==> config.mk <==
export PLATFORM = sky130hd
export DESIGN_NAME = spi_byte_engine
export DESIGN_NICKNAME = d
export VERILOG_FILES = /design/src/rtl/spi_byte_engine.sv
export SDC_FILE = /design/constraint.sdc
export NUM_CORES = 1
export LEC_CHECK = 0
export ABC_AREA = 1
export BUFFER_PORTS_ARGS = -buffer_cell sky130_fd_sc_hd__buf_2
export CAP_MARGIN = 20
export CORE_ASPECT_RATIO = 2
export CORE_MARGIN = 1.5
export CORE_UTILIZATION = 53
export CTS_CLUSTER_SIZE = 16
export DETAILED_ROUTE_END_ITERATION = 8
export GPL_TIMING_DRIVEN = 1
export PLACE_DENSITY = 0.74
export SLEW_MARGIN = 20
export SYNTH_ARGS = -nofsm -noshare
export SYNTH_HDL_FRONTEND = slang
export SYNTH_SLANG_ARGS = --single-unit
==> constraint.sdc <==
create_clock -name CLK -period 1.9 [get_ports CLK]
set_input_delay 0.095 -clock CLK [delete_from_list [all_inputs] [get_ports CLK]]
set_output_delay 0.095 -clock CLK [all_outputs]
set_load 0.02 [all_outputs]
==> src/rtl/spi_byte_engine.sv <==
// ============================================================================
// Module   : spi_byte_engine
// Purpose  : Mode-0 SPI master byte shifter with RX holding register or FIFO,
//            and synchronised, edge-detected device interrupt flag.
// Options  : define SPI_RX_FIFO_EN for an RX_DEPTH-entry RX FIFO (RX_DEPTH >= 2)
// Revision : 1.0 - initial release
// ============================================================================
`default_nettype none

module spi_byte_engine #(
   parameter int CLK_DIV  = 2,
   parameter int RX_DEPTH = 4
) (
   input  logic       CLK,
   input  logic       RESET,
   input  logic [7:0] tx_data,
   input  logic       tx_valid,
   output logic       tx_ready,
   output logic [7:0] rx_data,
   output logic       rx_valid,
   input  logic       rx_ack,
   output logic       overrun,
   input  logic       ovr_clear,
   input  logic       ss_req,
   output logic       busy,
   output logic       SS,
   output logic       SCLK,
   output logic       MOSI,
   input  logic       MISO,
   input  logic       INT,
   output logic       int_pending,
   input  logic       int_clear
);

   localparam int              DIV_W    = (CLK_DIV > 1) ? $clog2(CLK_DIV) : 1;
   localparam logic [DIV_W-1:0] DIV_LAST = DIV_W'(CLK_DIV - 1);

   if (CLK_DIV < 1) begin : g_bad_clk_div
      $error("spi_byte_engine: CLK_DIV must be >= 1");
   end
   if ((RX_DEPTH < 2) || ((RX_DEPTH & (RX_DEPTH - 1)) != 0)) begin : g_bad_rx_depth
      $error("spi_byte_engine: RX_DEPTH must be a power of two >= 2");
   end

   typedef enum logic [1:0] {
      ST_IDLE  = 2'd0,
      ST_SETUP = 2'd1,
      ST_HIGH  = 2'd2,
      ST_DONE  = 2'd3
   } state_t;

   state_t             state_q,  state_d;
   logic [DIV_W-1:0]   div_q,    div_d;
   logic [2:0]         bitcnt_q, bitcnt_d;
   logic [7:0]         shreg_q,  shreg_d;
   logic               mosi_q,   mosi_d;
   logic               sclk_q,   sclk_d;
   logic               ss_q,     ss_d;
   logic               overrun_q, overrun_d;
   logic               int_meta_q, int_meta_d;
   logic               int_sync_q, int_sync_d;
   logic               int_prev_q, int_prev_d;
   logic               int_pending_q, int_pending_d;

   logic               accept;
   logic               done;
   logic               ovr_set;
   logic               int_fall;

   assign tx_ready    = (state_q == ST_IDLE) & RESET;
   assign busy        = (state_q != ST_IDLE);
   assign accept      = tx_valid & tx_ready;
   assign done        = (state_q == ST_DONE);
   assign SS          = ss_q;
   assign SCLK        = sclk_q;
   assign MOSI        = mosi_q;
   assign overrun     = overrun_q;
   assign int_pending = int_pending_q;

   // ------------------------------------------------------------------------
   // Shift engine: the shift register holds the remaining TX bits on the left
   // and collects MISO on the right, so after 8 rising edges it holds the RX byte.
   // ------------------------------------------------------------------------
   always_comb begin
      state_d  = state_q;
      div_d    = div_q;
      bitcnt_d = bitcnt_q;
      shreg_d  = shreg_q;
      mosi_d   = mosi_q;
      sclk_d   = sclk_q;
      ss_d     = ss_q;

      case (state_q)
         ST_IDLE: begin
            sclk_d = 1'b0;
            ss_d   = ~ss_req;
            if (accept) begin
               shreg_d  = tx_data;
               bitcnt_d = 3'd7;
               mosi_d   = tx_data[7];
               div_d    = '0;
               state_d  = ST_SETUP;
            end
         end
         ST_SETUP: begin
            if (div_q == DIV_LAST) begin
               div_d   = '0;
               sclk_d  = 1'b1;
               shreg_d = {shreg_q[6:0], MISO};
               state_d = ST_HIGH;
            end else begin
               div_d = div_q + 1'b1;
            end
         end
         ST_HIGH: begin
            if (div_q == DIV_LAST) begin
               div_d  = '0;
               sclk_d = 1'b0;
               if (bitcnt_q == 3'd0) begin
                  state_d = ST_DONE;
               end else begin
                  mosi_d   = shreg_q[7];
                  bitcnt_d = bitcnt_q - 3'd1;
                  state_d  = ST_SETUP;
               end
            end else begin
               div_d = div_q + 1'b1;
            end
         end
         ST_DONE: begin
            state_d = ST_IDLE;
         end
         default: begin
            state_d = ST_IDLE;
         end
      endcase
   end

   always_ff @(posedge CLK) begin
      if (!RESET) begin
         state_q  <= ST_IDLE;
         div_q    <= '0;
         bitcnt_q <= '0;
         shreg_q  <= '0;
         mosi_q   <= 1'b0;
         sclk_q   <= 1'b0;
         ss_q     <= 1'b1;
      end else begin
         state_q  <= state_d;
         div_q    <= div_d;
         bitcnt_q <= bitcnt_d;
         shreg_q  <= shreg_d;
         mosi_q   <= mosi_d;
         sclk_q   <= sclk_d;
         ss_q     <= ss_d;
      end
   end

   // ------------------------------------------------------------------------
   // Receive path
   // ------------------------------------------------------------------------
`ifdef SPI_RX_FIFO_EN
   localparam int PTR_W = $clog2(RX_DEPTH);

   logic [7:0]     mem_q [RX_DEPTH];
   logic [7:0]     mem_d [RX_DEPTH];
   logic [PTR_W:0] wr_ptr_q, wr_ptr_d;
   logic [PTR_W:0] rd_ptr_q, rd_ptr_d;
   logic           fifo_empty;
   logic           fifo_full;
   logic           pop;
   logic           push_ok;

   // Extra pointer MSB distinguishes full from empty when the indices match.
   assign fifo_empty = (wr_ptr_q == rd_ptr_q);
   assign fifo_full  = (wr_ptr_q[PTR_W] != rd_ptr_q[PTR_W]) &&
                       (wr_ptr_q[PTR_W-1:0] == rd_ptr_q[PTR_W-1:0]);
   assign pop        = rx_ack & ~fifo_empty;
   assign push_ok    = done & (~fifo_full | pop);
   assign ovr_set    = done & fifo_full & ~pop;
   assign rx_valid   = ~fifo_empty;
   assign rx_data    = fifo_empty ? 8'h00 : mem_q[rd_ptr_q[PTR_W-1:0]];

   always_comb begin
      mem_d    = mem_q;
      wr_ptr_d = wr_ptr_q;
      rd_ptr_d = rd_ptr_q;
      if (push_ok) begin
         mem_d[wr_ptr_q[PTR_W-1:0]] = shreg_q;
         wr_ptr_d                   = wr_ptr_q + 1'b1;
      end
      if (pop) begin
         rd_ptr_d = rd_ptr_q + 1'b1;
      end
   end

   always_ff @(posedge CLK) begin
      if (!RESET) begin
         for (int i = 0; i < RX_DEPTH; i++) begin
            mem_q[i] <= '0;
         end
         wr_ptr_q <= '0;
         rd_ptr_q <= '0;
      end else begin
         mem_q    <= mem_d;
         wr_ptr_q <= wr_ptr_d;
         rd_ptr_q <= rd_ptr_d;
      end
   end
`else
   logic [7:0] rx_data_q,  rx_data_d;
   logic       rx_valid_q, rx_valid_d;

   assign rx_data  = rx_data_q;
   assign rx_valid = rx_valid_q;
   assign ovr_set  = done & rx_valid_q & ~rx_ack;

   always_comb begin
      rx_data_d  = rx_data_q;
      rx_valid_d = rx_valid_q;
      if (done) begin
         rx_data_d  = shreg_q;
         rx_valid_d = 1'b1;
      end else if (rx_ack) begin
         rx_valid_d = 1'b0;
      end
   end

   always_ff @(posedge CLK) begin
      if (!RESET) begin
         rx_data_q  <= '0;
         rx_valid_q <= 1'b0;
      end else begin
         rx_data_q  <= rx_data_d;
         rx_valid_q <= rx_valid_d;
      end
   end
`endif

   // ------------------------------------------------------------------------
   // Sticky flags and interrupt conditioning
   // ------------------------------------------------------------------------
   assign int_fall = int_prev_q & ~int_sync_q;

   always_comb begin
      overrun_d     = ovr_set | (overrun_q & ~ovr_clear);
      int_meta_d    = INT;
      int_sync_d    = int_meta_q;
      int_prev_d    = int_sync_q;
      int_pending_d = int_fall | (int_pending_q & ~int_clear);
   end

   always_ff @(posedge CLK) begin
      if (!RESET) begin
         overrun_q     <= 1'b0;
         int_meta_q    <= 1'b1;
         int_sync_q    <= 1'b1;
         int_prev_q    <= 1'b1;
         int_pending_q <= 1'b0;
      end else begin
         overrun_q     <= overrun_d;
         int_meta_q    <= int_meta_d;
         int_sync_q    <= int_sync_d;
         int_prev_q    <= int_prev_d;
         int_pending_q <= int_pending_d;
      end
   end

endmodule

`default_nettype wire

* After elaboration in Yosys (flattened, before gate mapping) *
Cells that the tools add are included.
Widths: inputs -> output; s select.

storage, ports and cells
  register bits after elaboration = 31
  output and inout bits = 16
  bits in writable memories = 0
  bits of input ports = 17
  latch bits = 0
  memories kept = 0
  ROM bits = 0

operators by class
  shift operators = 0
  bitwise logic cells = 14
  add/sub/neg operators = 2
  reductions and logical operators = 14
  divide/modulo/power cells = 0
  equality and inequality tests = 7
  $lt $le $gt $ge = 0
  mux-type cells = 24
  $mul = 0

operators by type and width
  cell                 count
  $mux 8               2
  $pmux 8 s2           1
  $reduce_bool 2->1    5
  $mux 1               9
  $mux 3               3
  $reduce_and 3->1     3
  $mux 2               4
  $ne 2x2->1 const B   4
  $pmux 2 s4           1
  $and 1x1->1          7
  $pmux 3 s2           1
  $not 1->1            5
  $eq 2x2->1 const B   2
  $pmux 1 s2           2
  $reduce_and 4->1     1
  $logic_not 3->1      1
  $pmux 1 s3           1
  $reduce_bool 3->1    1
  $sub 3x1->3 const B  1
  $eq 2x1->1 const B   1
  $logic_not 2->1      1
  $or 1x1->1           2
  $reduce_and 2->1     1
  $reduce_or 2->1      1
  $add 1x1->1 const B  1

* Logic depth before layout (Yosys ltp) *
Gate-level depths: netlist (run 1).

  depth in word-level cells = 5
  mapped depth = 10

* Worst setup path after synthesis (run 1) *
No wires, ideal clock.

  kind = reg2reg
  start = register state_q[0]
  end = register bitcnt_q[1]
  data arrival time = 1411 ps
  stages on the path, launching flop included = 9
  setup slack = 376 ps
  path buffers = 0
  cells stage by stage = dfxtp_1 > inv_1 > ha_1 > inv_1 > a21oi_2 > nor2_2 > nand2_1 > nor2_1 > nor2_1

on the way
  cells in the longest elaborated chain, start to end = 5
  elaborated cells on any way between the ends = 10
  classes of those cells = eq/ne: 4; mux: 1; bitwise: 2; reduce/logical: 3

RTL lines
  what                        line    RTL
  from (decl)                 52      state_t state_q, state_d;
  from (signal assigned)      149     state_q <= state_d;
  $logic_not 2->1             70, 93
  $and 1x1->1                 70      assign tx_ready = (state_q == ST_IDLE) & RESET;
  $and 1x1->1                 72      assign accept = tx_valid & tx_ready;
  $ne 2x2->1 (no line)        n/a
  $reduce_and 4->1 (no line)  n/a
  to (signal assigned)        151     bitcnt_q <= bitcnt_d;
  to (decl)                   54      logic [2:0] bitcnt_q, bitcnt_d;

Parallel ways exist; a longest one is shown, timed or not.
A chain may end at the register's enable or synchronous reset.

* Worst setup path in the final report (run 1) *
Same ends and word-level chain as after synthesis.

==> impl_metrics.yaml, run 1 <==
outcome:
  outcome: "complete, no violations"
synthesis:
  syn-num-nets: 233
  syn_inst: 208
  synth_area_um2: 1540
  synth_xor_area_share_pct: 0
  avgSynthCellArea_um2: 7.38
  yosysSeqAreaShare_pct: 40.4
  synth-edff-count: 0
  synth_compound_gate_area_share_pct: 12.3
  synthMuxAreaShare_pct: 0
  synth_fa_ha_area_share_pct: 6.52
  async_reset_ff_share_pct: 0
  yosys_warnings: 0
  synthFlopType: "dfxtp_1"
  synth_simple_gate_area_share_pct: 32.9
  synth_top_family_by_area: "simple AND/OR/NAND/NOR gates"
  ys_ff_latch: 31
  ys_types: 26
layout:
  fillers: 265
  final_cell_mix: "nand2_1 (44), nor2_1 (35), buf_2 (32)"
  diodes: 0
  layout-drive-gt1-share_pct: 25.6
  final_nets: 271
  final_common_cell: "nand2_1"
  synthToLayoutAreaGrowth_pct: 18.7
detailed_routing:
  highest_layer: "met4"
  wl_per_cell_um: 11.0
  wl_met1_um: 1230
  wl_met3_um: 105
  drc: 0
  firstDrtPassIters: 4
  drtIter0Drc: 15
  met2_length_um: 1620
  routed_wl_um: 3010
  via_per_inst: 4.97
  ant_nets: 0
  vias: 1366
grt:
  grt_pass1_wl_um: 4930
  grt_usage_pct: 21.7
  antenna_found_initial: 0
  grt_pass1_vias: 1214
  grt_start_max_net_pins: 18
  overflow: 0
flow_run:
  drv_cap: 0
timing:
  post-route-period-util_pct: 89.2
  slew_headroom_pct: 73.9
  rsz0062_at_grt: "false"
  clock_skew_ns: 0.00482
  post-route-min-period_ns: 1.69
  final-setup-viol-count: 0
  worst_pin_slew_ns: 0.392
  fmax_ghz: 0.590
  slew_viol_final: 0
  finalSetupTns_ns: 0
  setup_slack_ns: 0.206
  finalHoldViolCount: 0
die:
  dieHeight_um: 79.1
  initial_core_util_pct: 56.1
  fp.dieW_um: 41.1
  pin_count: 33
  fp.dieArea_um2: 3250
  rows: 27
  coreArea_um2: 2740
critical_path:
  r2r_end: "bitcnt_q[1]$_SDFFE_PN0P_"
  endpoint: "bitcnt_q[1]$_SDFFE_PN0P_"
  timing.rr.start: "state_q[0]$_SDFFE_PN0P_"
  r2r_slack_ns: 0.21
  arrival_ns: 1.92
  crit_path_start: "state_q[0]$_SDFFE_PN0P_"
  path_max_fanout: 9
  crit_required_ns: 2.12
  end_kind: "register"
  cp-start-kind: "register"
  reg2reg_depth: 9
  critPathKind: "register to register"
pwr:
  vdd_drop_max_mv: 0.719
  p_seq_share_pct: 36.6
  cellLeakagePower_nw: 0.934
  powerDensity_nw_per_um2: 1390
  swShare_pct: 41.3
  power_frac_clock_pct: 20.5
  p_int_w: 0.00148
  p_comb_share_pct: 43.0
  p_sw_w: 0.00104
clock_network:
  clock_latency_ns: 0.28
  clockRootBuffer: "clkbuf_8"
  clkTransAtPathRegs_ns: 0.06
  max-clock-path-buffers: 2
  htreeDepth: 2
  cts_setup_buffers: 0
  cts.repair.resized: 0
  tritoncts: "done"
  numCtsBuffers: 5
  cts_hold_buffers: 2
  clock_sinks: 31
worst_hold_path:
  holdPathStages: 2
  min_path_type: "primary input to register"
placement:
  pre_cts_ws_ns: 0.207
  hpwlAfterDp_um: 2330
  gp_congestion: 0.791
  port_buffers: 32
[Yosys cell counts, types with 2 or more instances]
cell / count / share of area [%]
inv_1: 16 / 3.9
o21ai_0: 11 / 3.6
inv_2: 3 / 0.73
dfxtp_1: 31 / 40
nand2_1: 44 / 11
or2_2: 3 / 1.2
clkbuf_1: 2 / 0.49
buf_4: 2 / 0.98
ha_1: 8 / 6.5
nor2_2: 9 / 3.7
nor2_1: 35 / 8.6
nand3_1: 14 / 4.6
a21oi_1: 10 / 3.3
a21boi_0: 8 / 3.9
[routing by layer]
| layer | global-route usage (%) | vias up |
|---|---|---|
| met5 | 0 | - |
| met4 | 9.00 | 0 |
| met3 | 6.98 | 6 |
| met2 | 37.8 | 21 |
| met1 | 21.2 | 608 |
| li1 | - | 731 |
[sequential cells by signal, summed over array words and instances, names as in the netlist]
| name | flops |
|---|---|
| MOSI | 1 |
| bitcnt_q | 3 |
| overrun | 1 |
| rx_data | 8 |
| div_q | 1 |
| state_q | 2 |
| int_prev_d | 1 |
| int_pending | 1 |
| int_meta_q | 1 |
| SS | 1 |
| int_prev_q | 1 |
| SCLK | 1 |
| shreg_q | 8 |
| rx_valid | 1 |
[critical path, cell delays in order (launching register included)]
cell and delay (ns):
dfxtp_1 0.40, inv_1 0.12, ha_1 0.33, nand2_1 0.19
inv_1 0.07, nor2_2 0.23, nand2_1 0.11, nand2_1 0.07
nand2_1 0.04, nor2_1 0.08
[power groups by stage]
stage	Combinational [W]	Sequential, W	Clock, W
2_1_floorplan	0.000813	0.000983	0
3_5_place_dp	0.00109	0.000938	0
3_3_place_gp	0.00109	0.000936	0
5_1_grt	0.00124	0.000948	0.000558
6_report	0.00109	0.000924	0.000517
4_1_cts	0.00110	0.000925	0.000529
[cell families (layout without fill, tap and decap cells)]
family | count (synthesis) | after routing
and+or+nand+nor | 110 | 110
DFF | 31 | 31
adders and majority gates | 8 | 8
AOI/OAI and AO/OA | 32 | 32
buffers and inverters | 27 | 65
[worst min-delay path by stage]
stage	end	slack, ns	from
final	int_pending$_SDFF_PN0_	0.01	int_clear
after global routing	int_pending$_SDFF_PN0_	0.02	int_clear
after CTS	int_pending$_SDFF_PN0_	0.008	int_clear
after detailed placement	SS$_SDFFE_PN1N_	0.29	ss_req
after global placement	int_meta_q$_SDFF_PN1_	0.28	INT
after floorplan	SS$_SDFFE_PN1N_	0.20	ss_req
[layout make-up]
class	instances	area, µm²	share of cell area [%]
Timing Repair Buffer	37	203	11.1
Inverter	21	81.3	4.46
Clock buffer	6	82.6	4.53
Multi-Input combinational cell	150	795	43.6
Tap cell	29	36.3	1.99
Sequential cell	31	621	34.0
Clock inverter	1	5.00	0.275
[through the flow]
step                      total power, W  area, µm²  hold slack [ns]  cells  utilization, %
final                            0.00253       1820           0.0148    275            66.6
after floorplan                  0.00180       1540            0.195    208               -
after global routing             0.00274       1820           0.0153    275            66.6
after detailed placement         0.00203       1720            0.288    266            62.7
after global placement           0.00203       1720            0.283    266            62.7
after CTS                        0.00256       1820          0.00821    275            66.6
Power figures use the tool's default switching activity.
==> inputs of run 2 (changes only) <==
--- a/config.mk
+++ b/config.mk
@@ -9,7 +9,7 @@
 export BUFFER_PORTS_ARGS = -buffer_cell sky130_fd_sc_hd__buf_2
 export CAP_MARGIN = 20
 export CORE_ASPECT_RATIO = 2
-export CORE_MARGIN = 1.5
+export CORE_MARGIN = 4
 export CORE_UTILIZATION = 53
 export CTS_CLUSTER_SIZE = 16
 export DETAILED_ROUTE_END_ITERATION = 8
==> run 2 against run 1 <==
  * Hold slack improved by 0.0018 ns
  * Setup slack improved by 0.052 ns
  * Final cell count unchanged
  * Non-clock buffer count unchanged
  * Clock-buffer cell count unchanged
  * Total power increased by 1.1%
  * Design area increased by 0.14%
  * Sequential share of layout area about the same
  * Critical path depth unchanged
  * Critical path type unchanged
  * Critical endpoint unchanged
  * Largest cell class unchanged
  * Largest power group unchanged
==> impl_metrics.yaml, run 2 (synthesis results as in run 1) <==
die:
  dieHeight_um: 84.1
  rows: 27
  initial_core_util_pct: 55.4
  coreArea_um2: 2770
  fp.dieW_um: 46.1
  fp.dieArea_um2: 3870
  pin_count: 33
detailed_routing:
  wl_per_cell_um: 11.6
  ant_nets: 0
  drtIter0Drc: 23
  vias: 1357
  drc: 0
  firstDrtPassIters: 4
  routed_wl_um: 3190
  via_per_inst: 4.93
flow_run:
  drv_cap: 0
layout:
  final_cell_mix: "nand2_1 (44), nor2_1 (35), buf_2 (32)"
  layout-drive-gt1-share_pct: 26.0
  stdcell_area_um2: 1830
  synthToLayoutAreaGrowth_pct: 18.9
  final_nets: 271
  final_common_cell: "nand2_1"
  diodes: 0
timing:
  worst_pin_slew_ns: 0.394
  post-route-period-util_pct: 86.4
  fmax_ghz: 0.609
  final-setup-viol-count: 0
  fin_hold_ws_ns: 0.0166
  finalHoldViolCount: 0
  slew_headroom_pct: 73.7
  slew_viol_final: 0
  post-route-min-period_ns: 1.64
  clock_skew_ns: 0.00364
  rsz0062_at_grt: "false"
  finalSetupTns_ns: 0
outcome:
  outcome: "complete, no violations"
critical_path:
  crit_required_ns: 2.12
  cp-start-kind: "register"
  end_kind: "register"
  path_max_fanout: 6
  critPathKind: "register to register"
  arrival_ns: 1.86
grt:
  grt_start_max_net_pins: 18
  grt_util_met3_pct: 4.32
  grt_pass1_wl_um: 5610
  met2_usage_pct: 33.5
  antenna_found_initial: 0
  overflow: 0
  grt_usage_pct: 19.0
  grt_pass1_vias: 1396
  grt_busiest_layer: "met2"
  gr-usage-met1_pct: 19.2
pwr:
  power_frac_clock_pct: 20.3
  p_sw_w: 0.00107
  p_seq_share_pct: 36.4
  swShare_pct: 41.9
  cellLeakagePower_nw: 0.932
  powerDensity_nw_per_um2: 1400
  p_int_w: 0.00148
  p_comb_share_pct: 43.2
  vdd_drop_max_mv: 0.782
clock_network:
  tritoncts: "done"
  clkTransAtPathRegs_ns: 0.06
  clockRootBuffer: "clkbuf_8"
  numCtsBuffers: 5
  max-clock-path-buffers: 2
  clock_sinks: 31
  htreeDepth: 2
  clock_latency_ns: 0.28
placement:
  port_buffers: 32
  gp_congestion: 0.797
  hpwlAfterDp_um: 2430
  placed_area_um2: 1720
worst_hold_path:
  min_path_type: "primary input to register"
[run 2: cell counts in the layout (fill, tap and decap cells not counted)]
Identical to the previous run, type by type.
[run 2: path summary, 6_finish.rpt]
check	start	slack, ns	depth (start not counted)	end
setup reg to reg	state_q[0]$_SDFFE_PN0P_	0.26	9	bitcnt_q[1]$_SDFFE_PN0P_
hold reg to reg	int_meta_q$_SDFF_PN1_	0.42	1	int_prev_d$_SDFF_PN1_
setup / recovery	state_q[0]$_SDFFE_PN0P_	0.26	9	bitcnt_q[1]$_SDFFE_PN0P_
hold / removal	int_clear	0.02	2	int_pending$_SDFF_PN0_
[run 2: critical path, cell delays in order (launching register included)]
cell and delay, ns:
dfxtp_1 0.41, inv_1 0.12, ha_1 0.29, inv_1 0.18, a21oi_2 0.06, nor2_2 0.21
nand2_1 0.10, nand2_1 0.07, nand2_1 0.05, nor2_1 0.08
[run 2: layout make-up]
class	instances	area [µm²]
sequential	31	621
multi-input combinational	150	797
tap	29	36.3
clock inverter	1	5.00
timing repair buffer	37	203
clock buffer	6	82.6
inverter	21	81.3
fill	260	945
[run 2: through the flow]
stage                     instances  utilization (%)  setup WS, ns  power, W
after floorplan                 208                -         0.376   0.00180
after global placement          266             61.9         0.262   0.00203
after detailed placement        266             61.9         0.229   0.00204
after CTS                       275             65.8         0.214   0.00258
after global routing            275             65.9        0.0621   0.00279
final                           275             65.9         0.258   0.00255
[run 2: power groups by stage]
stage / Combinational [W] / Clock [W] / Sequential (W)
CTS: 0.00111 / 0.000539 / 0.000928
detailed placement: 0.00110 / 0 / 0.000941
global placement: 0.00109 / 0 / 0.000936
floorplan: 0.000813 / 0 / 0.000983
global route: 0.00128 / 0.000565 / 0.000948
finish: 0.00110 / 0.000520 / 0.000930
[run 2: routing by layer]
layer  up-vias  wire [µm]
met5         -          0
met4         0         86
met3        10        144
met2        27       1740
met1       587       1220
li1        733          -
[run 2: what timing repair did]
| action | CTS | global route |
|---|---|---|
| gates resized for setup | 0 | 1 |
| setup endpoints to repair | 0 | 1 |
| hold buffers | 2 | 0 |
| setup buffers | 0 | 0 |
| hold endpoints to repair | 2 | 0 |
